## config.mk

```make
export PLATFORM = sky130hd
export DESIGN_NAME = id_ex_stage
export DESIGN_NICKNAME = d
export VERILOG_FILES = /design/src/rtl/id_ex_stage.sv
export SDC_FILE = /design/constraint.sdc
export NUM_CORES = 1
export LEC_CHECK = 0
export ABC_AREA = 1
export CAP_MARGIN = 20
export CORE_AREA = 2 2 229 231
export DETAILED_ROUTE_END_ITERATION = 7
export DIE_AREA = 0 0 231 233
export GPL_ROUTABILITY_DRIVEN = 0
export MAX_ROUTING_LAYER = met4
export PLACE_DENSITY_LB_ADDON = 0.3
export SYNTH_ARGS = -nofsm -noshare
export SYNTH_HDL_FRONTEND = slang
export SYNTH_SLANG_ARGS = --single-unit
```

## constraint.sdc

```tcl
create_clock -name clk -period 1.6 [get_ports clk]
set_input_delay 0.24 -clock clk [delete_from_list [all_inputs] [get_ports clk]]
set_output_delay 0.24 -clock clk [all_outputs]
set_load 0.01 [all_outputs]
```

## src/rtl/id_ex_stage.sv

```systemverilog
`timescale 1ns/1ps
// id_ex_stage: ID/EX pipeline register with load-use hazard detection, bubble insertion and flush squash; optional STALL_COUNTER_EN adds saturating stall/flush counters
module id_ex_stage #(
    parameter int XLEN = 64
) (
    input  logic            clk,
    input  logic            reset,
    input  logic            id_valid,
    input  logic [6:0]      id_opcode,
    input  logic [3:0]      id_funct4,
    input  logic [4:0]      id_rs1,
    input  logic [4:0]      id_rs2,
    input  logic [4:0]      id_rd,
    input  logic [XLEN-1:0] id_pc,
    input  logic [XLEN-1:0] id_rdata1,
    input  logic [XLEN-1:0] id_rdata2,
    input  logic [XLEN-1:0] id_imm,
    input  logic [1:0]      id_ALUOp,
    input  logic            id_Branch,
    input  logic            id_MemRead,
    input  logic            id_MemtoReg,
    input  logic            id_MemWrite,
    input  logic            id_ALUSrc,
    input  logic            id_RegWrite,
    input  logic            flush,
    input  logic            hold,
    output logic            pc_write,
    output logic            if_id_write,
    output logic            ex_valid,
    output logic [XLEN-1:0] ex_pc,
    output logic [XLEN-1:0] ex_rdata1,
    output logic [XLEN-1:0] ex_rdata2,
    output logic [XLEN-1:0] ex_imm,
    output logic [4:0]      ex_rs1,
    output logic [4:0]      ex_rs2,
    output logic [4:0]      ex_rd,
    output logic [3:0]      ex_funct4,
    output logic [1:0]      ex_ALUOp,
    output logic            ex_Branch,
    output logic            ex_MemRead,
    output logic            ex_MemtoReg,
    output logic            ex_MemWrite,
    output logic            ex_ALUSrc,
    output logic            ex_RegWrite
`ifdef STALL_COUNTER_EN
    ,
    output logic [31:0]     stall_count,
    output logic [31:0]     flush_count
`endif
);

    typedef struct packed {
        logic            valid;
        logic [XLEN-1:0] pc;
        logic [XLEN-1:0] rdata1;
        logic [XLEN-1:0] rdata2;
        logic [XLEN-1:0] imm;
        logic [4:0]      rs1;
        logic [4:0]      rs2;
        logic [4:0]      rd;
        logic [3:0]      funct4;
        logic [1:0]      alu_op;
        logic            branch;
        logic            mem_read;
        logic            mem_to_reg;
        logic            mem_write;
        logic            alu_src;
        logic            reg_write;
    } ex_t;

    ex_t  ex_q, ex_d, id_rec;
    logic use_rs1, use_rs2, load_use, stall;

    // hazard detection: which sources the decode instruction reads, and whether a load in EX targets one
    always_comb begin
        use_rs1  = id_opcode inside {7'b0110011, 7'b0000011, 7'b0100011, 7'b1100011, 7'b0010011};
        use_rs2  = id_opcode inside {7'b0110011, 7'b0100011, 7'b1100011};
        load_use = ex_q.valid & ex_q.mem_read & id_valid & (ex_q.rd != 5'd0) &
                   ((use_rs1 & (ex_q.rd == id_rs1)) | (use_rs2 & (ex_q.rd == id_rs2)));
        stall    = load_use & ~flush;
        pc_write    = ~stall & ~hold;
        if_id_write = ~stall & ~hold;
    end

    // next ID/EX contents: flush bubble beats hold, hold beats the load-use bubble
    always_comb begin
        id_rec = '{valid: id_valid, pc: id_pc, rdata1: id_rdata1, rdata2: id_rdata2, imm: id_imm,
                   rs1: id_rs1, rs2: id_rs2, rd: id_rd, funct4: id_funct4, alu_op: id_ALUOp,
                   branch: id_Branch, mem_read: id_MemRead, mem_to_reg: id_MemtoReg & id_RegWrite,
                   mem_write: id_MemWrite, alu_src: id_ALUSrc, reg_write: id_RegWrite};
        ex_d = (flush || (!hold && load_use)) ? '0 : hold ? ex_q : id_rec;
    end

    // pipeline register with synchronous bubble on reset
    always_ff @(posedge clk) begin
        if (reset) ex_q <= '0;
        else       ex_q <= ex_d;
    end

    assign ex_valid    = ex_q.valid;
    assign ex_pc       = ex_q.pc;
    assign ex_rdata1   = ex_q.rdata1;
    assign ex_rdata2   = ex_q.rdata2;
    assign ex_imm      = ex_q.imm;
    assign ex_rs1      = ex_q.rs1;
    assign ex_rs2      = ex_q.rs2;
    assign ex_rd       = ex_q.rd;
    assign ex_funct4   = ex_q.funct4;
    assign ex_ALUOp    = ex_q.alu_op;
    assign ex_Branch   = ex_q.branch;
    assign ex_MemRead  = ex_q.mem_read;
    assign ex_MemtoReg = ex_q.mem_to_reg;
    assign ex_MemWrite = ex_q.mem_write;
    assign ex_ALUSrc   = ex_q.alu_src;
    assign ex_RegWrite = ex_q.reg_write;

`ifdef STALL_COUNTER_EN
    logic [31:0] stall_count_q, stall_count_d, flush_count_q, flush_count_d;

    // saturating event counters
    always_comb begin
        stall_count_d = (stall & ~hold & (stall_count_q != '1)) ? stall_count_q + 32'd1 : stall_count_q;
        flush_count_d = (flush & (flush_count_q != '1)) ? flush_count_q + 32'd1 : flush_count_q;
    end

    // counter registers cleared on reset
    always_ff @(posedge clk) begin
        if (reset) begin
            stall_count_q <= '0;
            flush_count_q <= '0;
        end else begin
            stall_count_q <= stall_count_d;
            flush_count_q <= flush_count_d;
        end
    end

    assign stall_count = stall_count_q;
    assign flush_count = flush_count_q;
`endif

endmodule

```

==> flow_metrics.py <==
metrics = {
    "outcome": {
        "status": "complete, but fails checks",
        "failed_checks": "setup timing",
    },
    "timing": {
        "finalWorstSetupSlack_ns": -0.409,
        "fmax_mhz": 498,
        "drv_slew": 0,
        "hold_violations": 0,
        "rsz0062_at_grt": "true",
        "fin_skew_ns": 0.0119,
        "hold_slack_ns": 0.266,
        "maxSlewHeadroom_pct": 75.9,
        "period_minus_slack_ns": 2.01,
        "worst_pin_slew_ns": 0.362,
        "setup_viol": 550,
        "fin_crit_sh_pct": 126,
    },
    "power_and_ir_drop": {
        "leakage_nw": 7.88,
        "power_switching_share_pct": 22.6,
        "switching_power_mw": 4.00,
        "seqPwrFrac_pct": 42.1,
        "p_total_mw": 17.7,
        "power.density_nw_per_um2": 943,
        "power_frac_clock_pct": 43.7,
        "intPower_mw": 13.7,
        "vdd.ir_drop.worst_uv": 759,
        "pwr-share-comb_pct": 14.2,
    },
    "hold_path": {
        "holdCritStartpoint": "hold",
        "holdPathEnd": "ex_rs1[4]",
        "hp-class": "in2reg",
        "worstHoldPathCells": 4,
    },
    "clock_network": {
        "root_buffer": "clkbuf_16",
        "cts_sinks": 284,
        "htree_num_levels": 2,
        "path_clk_slew_ns": 0.06,
        "cts_hold_buf": 0,
        "numCtsBuffers": 34,
        "cts_tree": "yes",
        "clock_latency_ns": 0.52,
        "cts_max_path_buffers": 3,
    },
    "placement": {
        "placed_area_um2": 17300,
        "place_ws_ns": -0.853,
        "hpwl_um": 27900,
        "io_buffers": 580,
    },
    "setup_path": {
        "reg2reg_from": "ex_rd[3]",
        "cp_max_fo": 3,
        "worst_setup_path_end_kind": "output pin",
        "cp_top_family": "simple AND/OR/NAND/NOR gates",
        "cp_num_buf_inv": 4,
        "critPathArrivalTime_ns": 1.77,
        "cp-start-kind": "register",
        "path_class": "reg2out",
        "critPathMaxStageDelay_ns": 0.34,
        "reg2reg_depth": 13,
        "crit_top_cell": "nand2_2",
        "ff2ff_setup_slack_ns": -0.18,
        "cp_cell_sequence": "inv_2 > buf_6 > nand2_2 > nand2_2 > nor2_2 > nand3_1 > nand2_2 > nand3b_1 > nand2_1 > inv_1 > buf_2",
        "critPathSlowestCell": "dfxtp_2",
        "worstPathRequired_ns": 1.36,
        "r2r_end": "ex_pc[55]",
    },
    "finish": {
        "final_net_count": 1917,
        "drive_above_1_share_pct": 9.14,
        "fin_util_pct": 36.7,
        "syn_to_final_growth_pct": 81.1,
        "fill_cells": 5190,
        "finalInstanceArea_um2": 18700,
    },
    "synth": {
        "yosysWarnings": 0,
        "ys_seq_elements": 284,
        "yosys.area_share.simple_pct": 12.6,
        "ys_seq_area_share_pct": 55.0,
        "synthesis.instances": 995,
        "muxShareOfSynthArea_pct": 26.5,
        "synth_top_family_by_area": "multiplexers",
        "synthAdderAreaFrac_pct": 0,
        "synthesis.area_um2": 10300,
        "syn_nets": 1290,
        "synth.avg_cell_area_um2": 10.4,
        "synth_xor_area_share_pct": 0.0847,
        "synth_compound_area_share_pct": 0.556,
        "yosysUniqueCellTypes": 19,
    },
    "routing": {
        "dr_total_vias": 8998,
        "viasPerCell": 3.87,
        "first_iter_violations": 198,
        "wire_per_inst_um": 15.9,
        "ant_nets": 0,
        "remaining_drc_errors": 0,
        "drt_pass1_iterations": 4,
        "drt-total-wl_um": 36900,
    },
    "grt": {
        "grt_pass1_wl_um": 52600,
        "grt_usage_pct": 13.0,
        "grt_max_degree": 46,
        "overflow": 0,
        "grt_pass1_vias": 9081,
        "antenna_found_initial": 1,
    },
    "floorplan": {
        "rows": 83,
        "die-width_um": 231,
        "dieArea_um2": 53800,
        "core_um2": 51100,
        "initial_utilization_pct": 20.2,
        "die_y_um": 233,
        "ioPinCount": 581,
    },
    "flow_run": {
        "maxCapViolations": 0,
    },
}
[final cells by class]
| class | count | area, um^2 | share of cell area (%) |
|---|---|---|---|
| multi-input cells | 628 | 4180 | 22.3 |
| diodes | 2 | 5.00 | 0.0267 |
| clock buffers | 52 | 1040 | 5.56 |
| repair buffers | 656 | 6820 | 36.4 |
| inverters | 18 | 67.6 | 0.361 |
| well taps | 680 | 851 | 4.54 |
| flip-flops and latches | 284 | 5700 | 30.4 |
| clock inverters | 4 | 70.1 | 0.374 |
[metal layers]
layer  GRT usage, %  part of all wire (%)  vias up
met5              -                     0        -
met4           4.46                   2.5        0
met3           4.19                   7.7       53
met2           22.6                    50      320
met1           14.0                    40     4105
li1               -                     -     4520
[cell usage after synthesis]
| cell | number | area, um^2 |
|---|---|---|
| dfxtp_1 | 284 | 5690 |
| inv_1 | 18 | 67.6 |
| buf_2 | 32 | 160 |
| nand3b_1 | 1 | 7.51 |
| buf_6 | 22 | 248 |
| nand2_1 | 31 | 116 |
| o21ai_0 | 1 | 5.00 |
| nor2_1 | 302 | 1130 |
| nor3b_1 | 1 | 7.51 |
| buf_1 | 1 | 3.75 |
| nand3_1 | 5 | 25.0 |
| mux2i_1 | 274 | 2740 |
| nand2_2 | 1 | 6.26 |
| a22oi_1 | 1 | 7.51 |
| nor3_1 | 1 | 5.00 |
| xnor2_1 | 1 | 8.76 |
| buf_4 | 8 | 60.1 |
| a21oi_1 | 9 | 45.0 |
| clkbuf_1 | 2 | 7.51 |
[timing repair]
item	4_1_cts	5_1_grt
cloned	0	9
pin swaps	9	7
setup endpoints to repair	570	552
buffers inserted	0	3
gates resized for setup	44	21
[stage by stage]
step	setup TNS [ns]	std cells
floorplan	0	995
global placement	-216.60	2254
detailed placement	-219.02	2254
CTS	-65.03	2310
global route	-105.16	2323
finish	-45.66	2324
[registers in the layout, summed over array words and instances, names as in the netlist, 2 cells and up]
| signal | flops |
|---|---|
| ex_funct4 | 4 |
| ex_rs1 | 5 |
| ex_rd | 5 |
| ex_ALUOp | 2 |
| ex_pc | 64 |
| ex_rs2 | 5 |
| ex_rdata1 | 64 |
| ex_imm | 64 |
| ex_rdata2 | 64 |
[placed cells by master (no fill, tap or decap)]
master / instances
nor3_2: 1
o21ai_0: 1
mux2i_1: 274
clkbuf_8: 6
nand3_2: 1
buf_8: 3
dfxtp_2: 5
clkinv_2: 2
nor2_4: 1
clkdlybuf4s50_1: 558
inv_1: 16
buf_6: 6
inv_2: 2
a21oi_1: 9
diode_2: 2
dfxtp_1: 278
buf_4: 39
a22oi_1: 1
clkbuf_16: 46
clkbuf_1: 9
nand2_1: 25
xnor2_1: 1
bufinv_16: 2
nor2_1: 297
nor2_2: 4
nand2_8: 1
clkdlybuf4s15_1: 1
nand3_4: 1
nor3b_1: 1
buf_12: 19
buf_16: 2
nand3_1: 3
dfxtp_4: 1
dlygate4sd2_1: 17
nand3b_1: 1
nand2_2: 6
buf_2: 2
[logic make-up (layout without fill, tap and decap cells)]
logic type | count (synthesis) | count (layout)
compound gates | 11 | 11
mux | 274 | 274
other cells | 0 | 2
xor+xnor | 1 | 1
simple gates | 342 | 342
flops | 284 | 284
buf+inv | 83 | 730
[worst max path at each step]
stage	to	slack, ns	from	depth (start not counted)
after detailed placement	pc_write	-0.85	id_valid	10
final	pc_write	-0.41	ex_rd[3]	11
after floorplan	ex_pc[0]	0.14	ex_rd[3]	11
after global routing	pc_write	-0.57	ex_rd[3]	11
after CTS	pc_write	-0.47	ex_rd[3]	11
after global placement	pc_write	-0.88	id_valid	10
[power groups by stage]
stage                     Clock, mW  Combinational, mW  Sequential [mW]
final                          7.72               2.52             7.43
after global routing           8.34               2.71             7.46
after CTS                      8.06               2.46             7.43
after detailed placement          0               2.46             7.59
after global placement            0               2.44             7.58
after floorplan                   0              0.841             7.69
[tightest hold or removal path: stages]
cell     delay [ns]
buf_8          0.11
buf_12         0.18
mux2i_1        0.17
nor2_1         0.05
No activity file was read; power rests on OpenSTA's default activity.
